## config.mk

```make
export PLATFORM = sky130hd
export DESIGN_NAME = a2con_rx_fifo
export DESIGN_NICKNAME = d
export VERILOG_FILES = /design/src/rtl/a2con_rx_fifo.sv
export SDC_FILE = /design/constraint.sdc
export NUM_CORES = 1
export LEC_CHECK = 0
export ABC_CLOCK_PERIOD_IN_PS = 3300
export BUFFER_PORTS_ARGS = -buffer_cell sky130_fd_sc_hd__buf_4
export CAP_MARGIN = 20
export CORE_ASPECT_RATIO = 1.1
export CORE_MARGIN = 2
export CORE_UTILIZATION = 35
export CTS_CLUSTER_SIZE = 12
export DETAILED_ROUTE_END_ITERATION = 8
export GPL_TIMING_DRIVEN = 0
export SYNTH_ARGS = -nofsm -noshare
export SYNTH_HDL_FRONTEND = slang
export SYNTH_SLANG_ARGS = --single-unit
```

## constraint.sdc

```tcl
create_clock -name clk_x3 -period 3.3 [get_ports clk_x3]
set_input_delay 0.66 -clock clk_x3 [delete_from_list [all_inputs] [get_ports clk_x3]]
set_output_delay 0.66 -clock clk_x3 [all_outputs]
set_load 0.02 [all_outputs]
```

## src/rtl/a2con_rx_fifo.sv

```systemverilog
// a2con_rx_fifo: Apple II console byte FIFO feeding the CPU RBUF/RCSR receive path.
// Optional A2CON_OVR_CNT_EN compiles in the sticky overrun flag and dropped-byte counter.
module a2con_rx_fifo #(
  parameter int DEPTH = 16
) (
  input  logic                     clk_x3,
  input  logic                     rstb,
  input  logic                     flush,
  input  logic                     wr_stb,
  input  logic [7:0]               wr_data,
  input  logic                     rd_req,
  output logic [7:0]               rd_data,
  output logic                     rdone,
  output logic                     full,
  output logic [$clog2(DEPTH):0]   level,
  output logic                     ovr,
  output logic [7:0]               ovr_cnt
);
  localparam int AW = $clog2(DEPTH);
  logic [7:0]    mem_q [DEPTH];
  logic [AW-1:0] wr_ptr_q, wr_ptr_d, rd_ptr_q, rd_ptr_d, rd_ptr_nx;
  logic [AW:0]   level_q, level_d;
  logic [7:0]    rd_data_q, rd_data_d;
  logic          rd_req_q, rdone_q, full_q, pop, push, drop;
  always_comb begin
    pop       = rd_req & ~rd_req_q & rdone_q;
    push      = wr_stb & (~full_q | pop);
    drop      = wr_stb & full_q & ~pop;
    rd_ptr_nx = rd_ptr_q + 1'b1;
    wr_ptr_d  = push ? wr_ptr_q + 1'b1 : wr_ptr_q;
    rd_ptr_d  = pop ? rd_ptr_nx : rd_ptr_q;
    level_d   = level_q + (AW+1)'(push) - (AW+1)'(pop);
    // Head register follows the new head; an emptying pop leaves the last byte visible.
    rd_data_d = pop ? (level_q > (AW+1)'(1) ? mem_q[rd_ptr_nx] : push ? wr_data : rd_data_q)
                    : (push && !rdone_q) ? wr_data : rd_data_q;
  end
  always_ff @(posedge clk_x3)
    if (push && !flush && !rstb) mem_q[wr_ptr_q] <= wr_data;
  always_ff @(posedge clk_x3) begin
    if (rstb) begin
      wr_ptr_q  <= '0;
      rd_ptr_q  <= '0;
      level_q   <= '0;
      rdone_q   <= 1'b0;
      full_q    <= 1'b0;
      rd_data_q <= '0;
      rd_req_q  <= 1'b0;
    end else begin
      rd_req_q <= rd_req;
      if (flush) begin
        wr_ptr_q <= '0;
        rd_ptr_q <= '0;
        level_q  <= '0;
        rdone_q  <= 1'b0;
        full_q   <= 1'b0;
      end else begin
        wr_ptr_q  <= wr_ptr_d;
        rd_ptr_q  <= rd_ptr_d;
        level_q   <= level_d;
        rdone_q   <= level_d != '0;
        full_q    <= level_d == (AW+1)'(DEPTH);
        rd_data_q <= rd_data_d;
      end
    end
  end
`ifdef A2CON_OVR_CNT_EN
  logic       ovr_q;
  logic [7:0] ovr_cnt_q;
  always_ff @(posedge clk_x3) begin
    if (rstb || flush) begin
      ovr_q     <= 1'b0;
      ovr_cnt_q <= '0;
    end else begin
      ovr_q     <= ovr_q | drop;
      ovr_cnt_q <= ovr_cnt_q + 8'(drop && ovr_cnt_q != 8'hff);
    end
  end
  assign ovr     = ovr_q;
  assign ovr_cnt = ovr_cnt_q;
`else
  logic unused_drop;
  assign unused_drop = drop;
  assign ovr         = 1'b0;
  assign ovr_cnt     = '0;
`endif
  assign rd_data = rd_data_q;
  assign rdone   = rdone_q;
  assign full    = full_q;
  assign level   = level_q;
endmodule

```

---- Word-level counts from Yosys, hierarchy flattened ----
Memories as Yosys holds them, arrays and structs flattened.
Index checks and enable logic that the tools add are counted.
W data, S select, Z words.
storage, ports and cells
  memories ................................ 1
  flip-flop bits (word level) ............. 24
  bits in writable memories ............... 128
  output and inout port bits .............. 24
  bits of input ports ..................... 13
  logic and storage cells ................. 38
cells by class
  bitwise logic cells ..................... 7
  muxes and demuxes ....................... 6
  reductions and logical operators ........ 10
  add/subtract/negate cells ............... 4
  equality and inequality tests ........... 2
  magnitude comparators ................... 1
memories
  memory  depth  bits a word  rd ports  clocked after memory_dff  wr ports  RTL line  source
  mem_q   16     8            1         0                         1         20        logic [7:0] mem_q [DEPTH];
operators by type and width
  operator               count
  $mux W8                4
  $add A4 B1 Y4 const B  2
  $add A5 B1 Y5          1
  $eq A5 B5 Y1 const B   1
  $gt A5 B1 Y1 const B   1
  $reduce_bool A5 Y1     1
  $sub A5 B1 Y5          1
  $and A1 B1 Y1          3
  $logic_and A1 B1 Y1    3
  $logic_not A1 Y1       3
  $ne A3 B1 Y1 const B   1
  $not A1 Y1             3
  $reduce_and A3 Y1      1
  $mux W1                2
  $reduce_bool A2 Y1     1
  $reduce_or A2 Y1       1
  $or A1 B1 Y1           1

---- Longest topological paths before layout ----
  depth in word-level cells ............... 9
  mapped depth ............................ 11
  depth with buffers taken out ............ 11

---- Worst setup path after synthesis ----
No wires, ideal clock.
  kind .................................... in2reg
  start ................................... in rd_req
  end ..................................... reg rdone_q, in the netlist rdone
  data arrival time ....................... 2.605 ns
  setup slack ............................. 0.555 ns
  required time ........................... 3.160 ns
  setup time .............................. 0.140 ns
  buffers on the path ..................... 0
  cell stages on the path ................. 11
  cells stage by stage .................... nand3b_4 a21boi_2 inv_1 ha_1 inv_1 ha_1 fa_1 a21oi_1 o21bai_1 xor2_1 a41oi_1
on the way
  cells in the longest elaborated chain, start to end .. 7
RTL lines
  what                           RTL line  source
  start, declared                11        input logic rd_req,
  $and A1 B1 Y1 * (2 in series)  26        pop = rd_req & ~rd_req_q & rdone_q;
  $or A1 B1 Y1                   27        push = wr_stb & (~full_q | pop);
  $and A1 B1 Y1                  27
  $add A5 B1 Y5                  32        level_d = level_q + (AW+1)'(push) - (AW+1)'(pop);
  $sub A5 B1 Y5 *                32
  $reduce_bool A5 Y1 *           60        rdone_q <= level_d != '0;
  end signal, assigned           44        rdone_q <= 1'b0;
  end signal, assigned           54        rdone_q <= 1'b0;
  end signal, assigned           60
  end, declared                  24        logic rd_req_q, rdone_q, full_q, pop, push, drop;
Mark *: on every way between the ends. The rest lies on a longest branch, timed or not.
A chain may end at the register's enable or synchronous reset.

---- Worst setup path in the final report ----
  start ................................... reg rdone_q, in the netlist rdone
  end ..................................... reg rdone_q, in the netlist rdone
on the way
  cells in the longest elaborated chain, start to end .. 6
RTL lines
  what                  RTL line
  $and A1 B1 Y1 *       26
  $or A1 B1 Y1          27
  $and A1 B1 Y1         27
  $add A5 B1 Y5         32
  $sub A5 B1 Y5 *       32
  $reduce_bool A5 Y1 *  60
Marks and branches as above.

==> qor.yml <==
grt:
  grt_pass1_wl_um: 20390
  antenna_found_initial: 0
  first_global_vias: 3415
  overflow: 0
  gr-usage-all-layers: 0.1447
  grt_max_degree: 18
die:
  die_h_um: 145.3
  io_pins: 37
  core_area_um2: 17740
  std_cell_rows: 51
  die_w_um: 132.5
  die_area_um2: 19250
  start_util: 0.3582
power:
  p_switching_uw: 927.5
  p_int_uw: 3325
  swShare: 0.2181
  p_leak_uw: 0.002448
  power.density_nw_per_um2: 569.2
  pwr-share-clk: 0.434
  p_comb_frac: 0.066
  pwr-share-seq: 0.500
  ir_drop_mv: 0.4213
routing:
  num_vias: 3412
  drtIter0Drc: 282
  wirelength_um: 13030
  routedWlPerCell_um: 19.16
  firstDrtPassIters: 5
  drc: 0
  vias_per_cell: 5.018
  drtAntennaViolNets: 0
worst_setup_path:
  crit_fanout: 10
  worstRegToRegCells: 11
  crit_required_ps: 3590
  crit_arrival_ps: 3020
  criticalPathCategory: "flip-flop to flip-flop"
  start_kind: "flip-flop"
  path_buf_inv: 2
  rr_endpoint: "rdone"
  crit_slowest_cell: "a21boi_2"
  worst_setup_path_end_kind: "flip-flop"
  crit_chain: "nand3b_4, a21boi_2, inv_1, ha_1, inv_1, ha_1, fa_1, a21oi_1, o21bai_1, xor2_1, a41oi_1"
  path_delay_family: "adder cells"
  reg2reg_from: "rdone"
  cp_slowest_stage_delay_ps: 410
  ff2ff_setup_slack_ps: 570
synth:
  ys_seq_area_frac: 0.6804
  ys_ff_latch: 152
  syn_area_um2: 6355
  synth_xor_area_frac: 0.01496
  ys_types: 46
  yosys.area_share.adder: 0.02875
  synth_top_area_share: 0.6048
  synth-edff-count: 128
  ys_warn_count: 0
  synth_compound_area_frac: 0.04883
  synth_top_family_by_area: "multiplexers"
  synthFlopType: "edfxtp_1"
  ys_async_sr_fraction: 0
  synth_area_leader_cell: "edfxtp_1"
  avgSynthCellArea_um2: 17.13
  ys_top_cells_by_area: "edfxtp_1 60%, mux4_2 11%, dfxtp_1 7.6%"
  yosys.area_share.simple: 0.05277
  postSynthCellCount: 371
  synth.area.mux_share: 0.1414
run_status:
  outcome: "finished clean"
worst_hold_path:
  hp-class: "primary input to flip-flop"
  min_to: "rd_req_q"
  whs_path_depth: 2
  hp-start: "rd_req"
timing:
  maxSlewViolCount: 0
  rsz0062_at_grt: "false"
  fmax_mhz: 366.0
  worst_clock_skew_ps: 10.19
  setup-tns-final_ps: 0
  period_share: 0.8280
  hold_violations: 0
  max_slew.worst_pin.slew_ps: 1009
  final.min_clock_period_ps: 2732
  slew_headroom: 0.3250
  setup_viol: 0
placement:
  gp_congestion: 0.7867
  dp_hpwl_um: 8709
  port_buffers: 27
final_layout:
  nets: 456
  antennaDiodeCount: 0
  final_cell_mix: "128 x edfxtp_1, 38 x buf_4, 31 x mux4_2"
  final_util: 0.4211
  mostFrequentLayoutCell: "edfxtp_1"
  drive_gt1_frac: 0.2783
  area_growth_pct: 17.56
clocking:
  clk_latency_ps: 420
  cts.sinks: 152
  postCtsResizedCells: 0
  htree_levels: 4
  tritoncts: "done"
  cts_made_buffers: 17
  postCtsSetupBuffers: 0
  cts_hold_buffers: 0
  cts_root_buf: "clkbuf_16"
  clk_pin_slew_worst_paths_ps: 60
  cts_buffer_depth: 2
job:
  cap_violations: 0
==> per-stage QoR <==
step | setup WS, ps | area (µm²) | total power [µW] | hold slack (ps) | std cells
global placement | 203.7 | 6885 | 2439 | 494.2 | 644
floorplan | 554.9 | 6385 | 2336 | 474.4 | 379
global route | 319.0 | 7471 | 4386 | 483.0 | 680
detailed placement | 192.1 | 6908 | 2447 | 502.6 | 648
CTS | 526.7 | 7471 | 4280 | 474.6 | 680
finish | 567.7 | 7471 | 4252 | 483.6 | 680
==> layout make-up <==
| type | count | area [µm²] |
|---|---|---|
| Buffer | 24 | 160.2 |
| Clock buffer | 19 | 432.9 |
| Clock inverter | 13 | 130.1 |
| Fill cell | 1600 | 10270 |
| Inverter | 12 | 45.04 |
| Multi-Input combinational cell | 191 | 1856 |
| Sequential cell | 152 | 4324 |
| Tap cell | 238 | 297.8 |
| Timing Repair Buffer | 31 | 225.2 |
==> power by group through the flow <==
| stage | clock network [µW] | registers (µW) | logic (µW) |
|---|---|---|---|
| floorplan | 0 | 2180 | 155 |
| global placement | 0 | 2170 | 274 |
| detailed placement | 0 | 2170 | 281 |
| CTS | 1870 | 2130 | 282 |
| global route | 1950 | 2130 | 307 |
| finish | 1850 | 2130 | 279 |
==> worst max-delay path by stage <==
stage	startpoint	endpoint	slack, ps	depth (start not counted)
floorplan	rd_req	rdone	550	11
global placement	rd_req	rdone	200	12
detailed placement	rd_req	rdone	190	12
CTS	rdone	rdone	530	11
global route	rdone	rdone	320	11
finish	rdone	rdone	570	11
==> cells by family (layout without fill, tap and decap cells) <==
kind of cell	count (synthesis)	after routing
flops	152	152
simple gates	66	66
mux	50	50
compound gates	42	42
buf+inv	36	99
fa+ha+maj	14	14
xor+xnor	10	10
other cells	1	9
==> state kept, by name (all words and copies together) (netlist names) <==
register and count:
full 1, level 5, mem_q 128, rd_data 8, rd_ptr_q 4, rd_req_q 1, rdone 1, wr_ptr_q 4
==> routing by layer <==
metal,share of wire,wire length (µm),up-vias,GRT usage
li1,-,-,1554,-
met1,0.43,5643,1739,0.1851
met3,0.045,585,22,0.03319
met5,0,0,-,0
met2,0.51,6584,97,0.2396
met4,0.016,214,0,0.05591
==> cells in the mapped netlist (2+ instances only) <==
cell	n
nand3_1	10
nor2_1	27
nand4_1	2
buf_2	5
ha_1	13
or3_1	3
clkbuf_1	5
a211oi_1	7
inv_1	12
nor3_1	5
and2_1	2
a21oi_1	15
nand2_1	7
edfxtp_1	128
buf_6	2
buf_4	10
mux4_2	31
nand2b_1	2
o221a_1	8
o21ai_0	4
dfxtp_1	24
xnor2_1	2
mux2_2	8
mux2i_1	11
xor2_1	7
(Power assumes the default switching activity.)
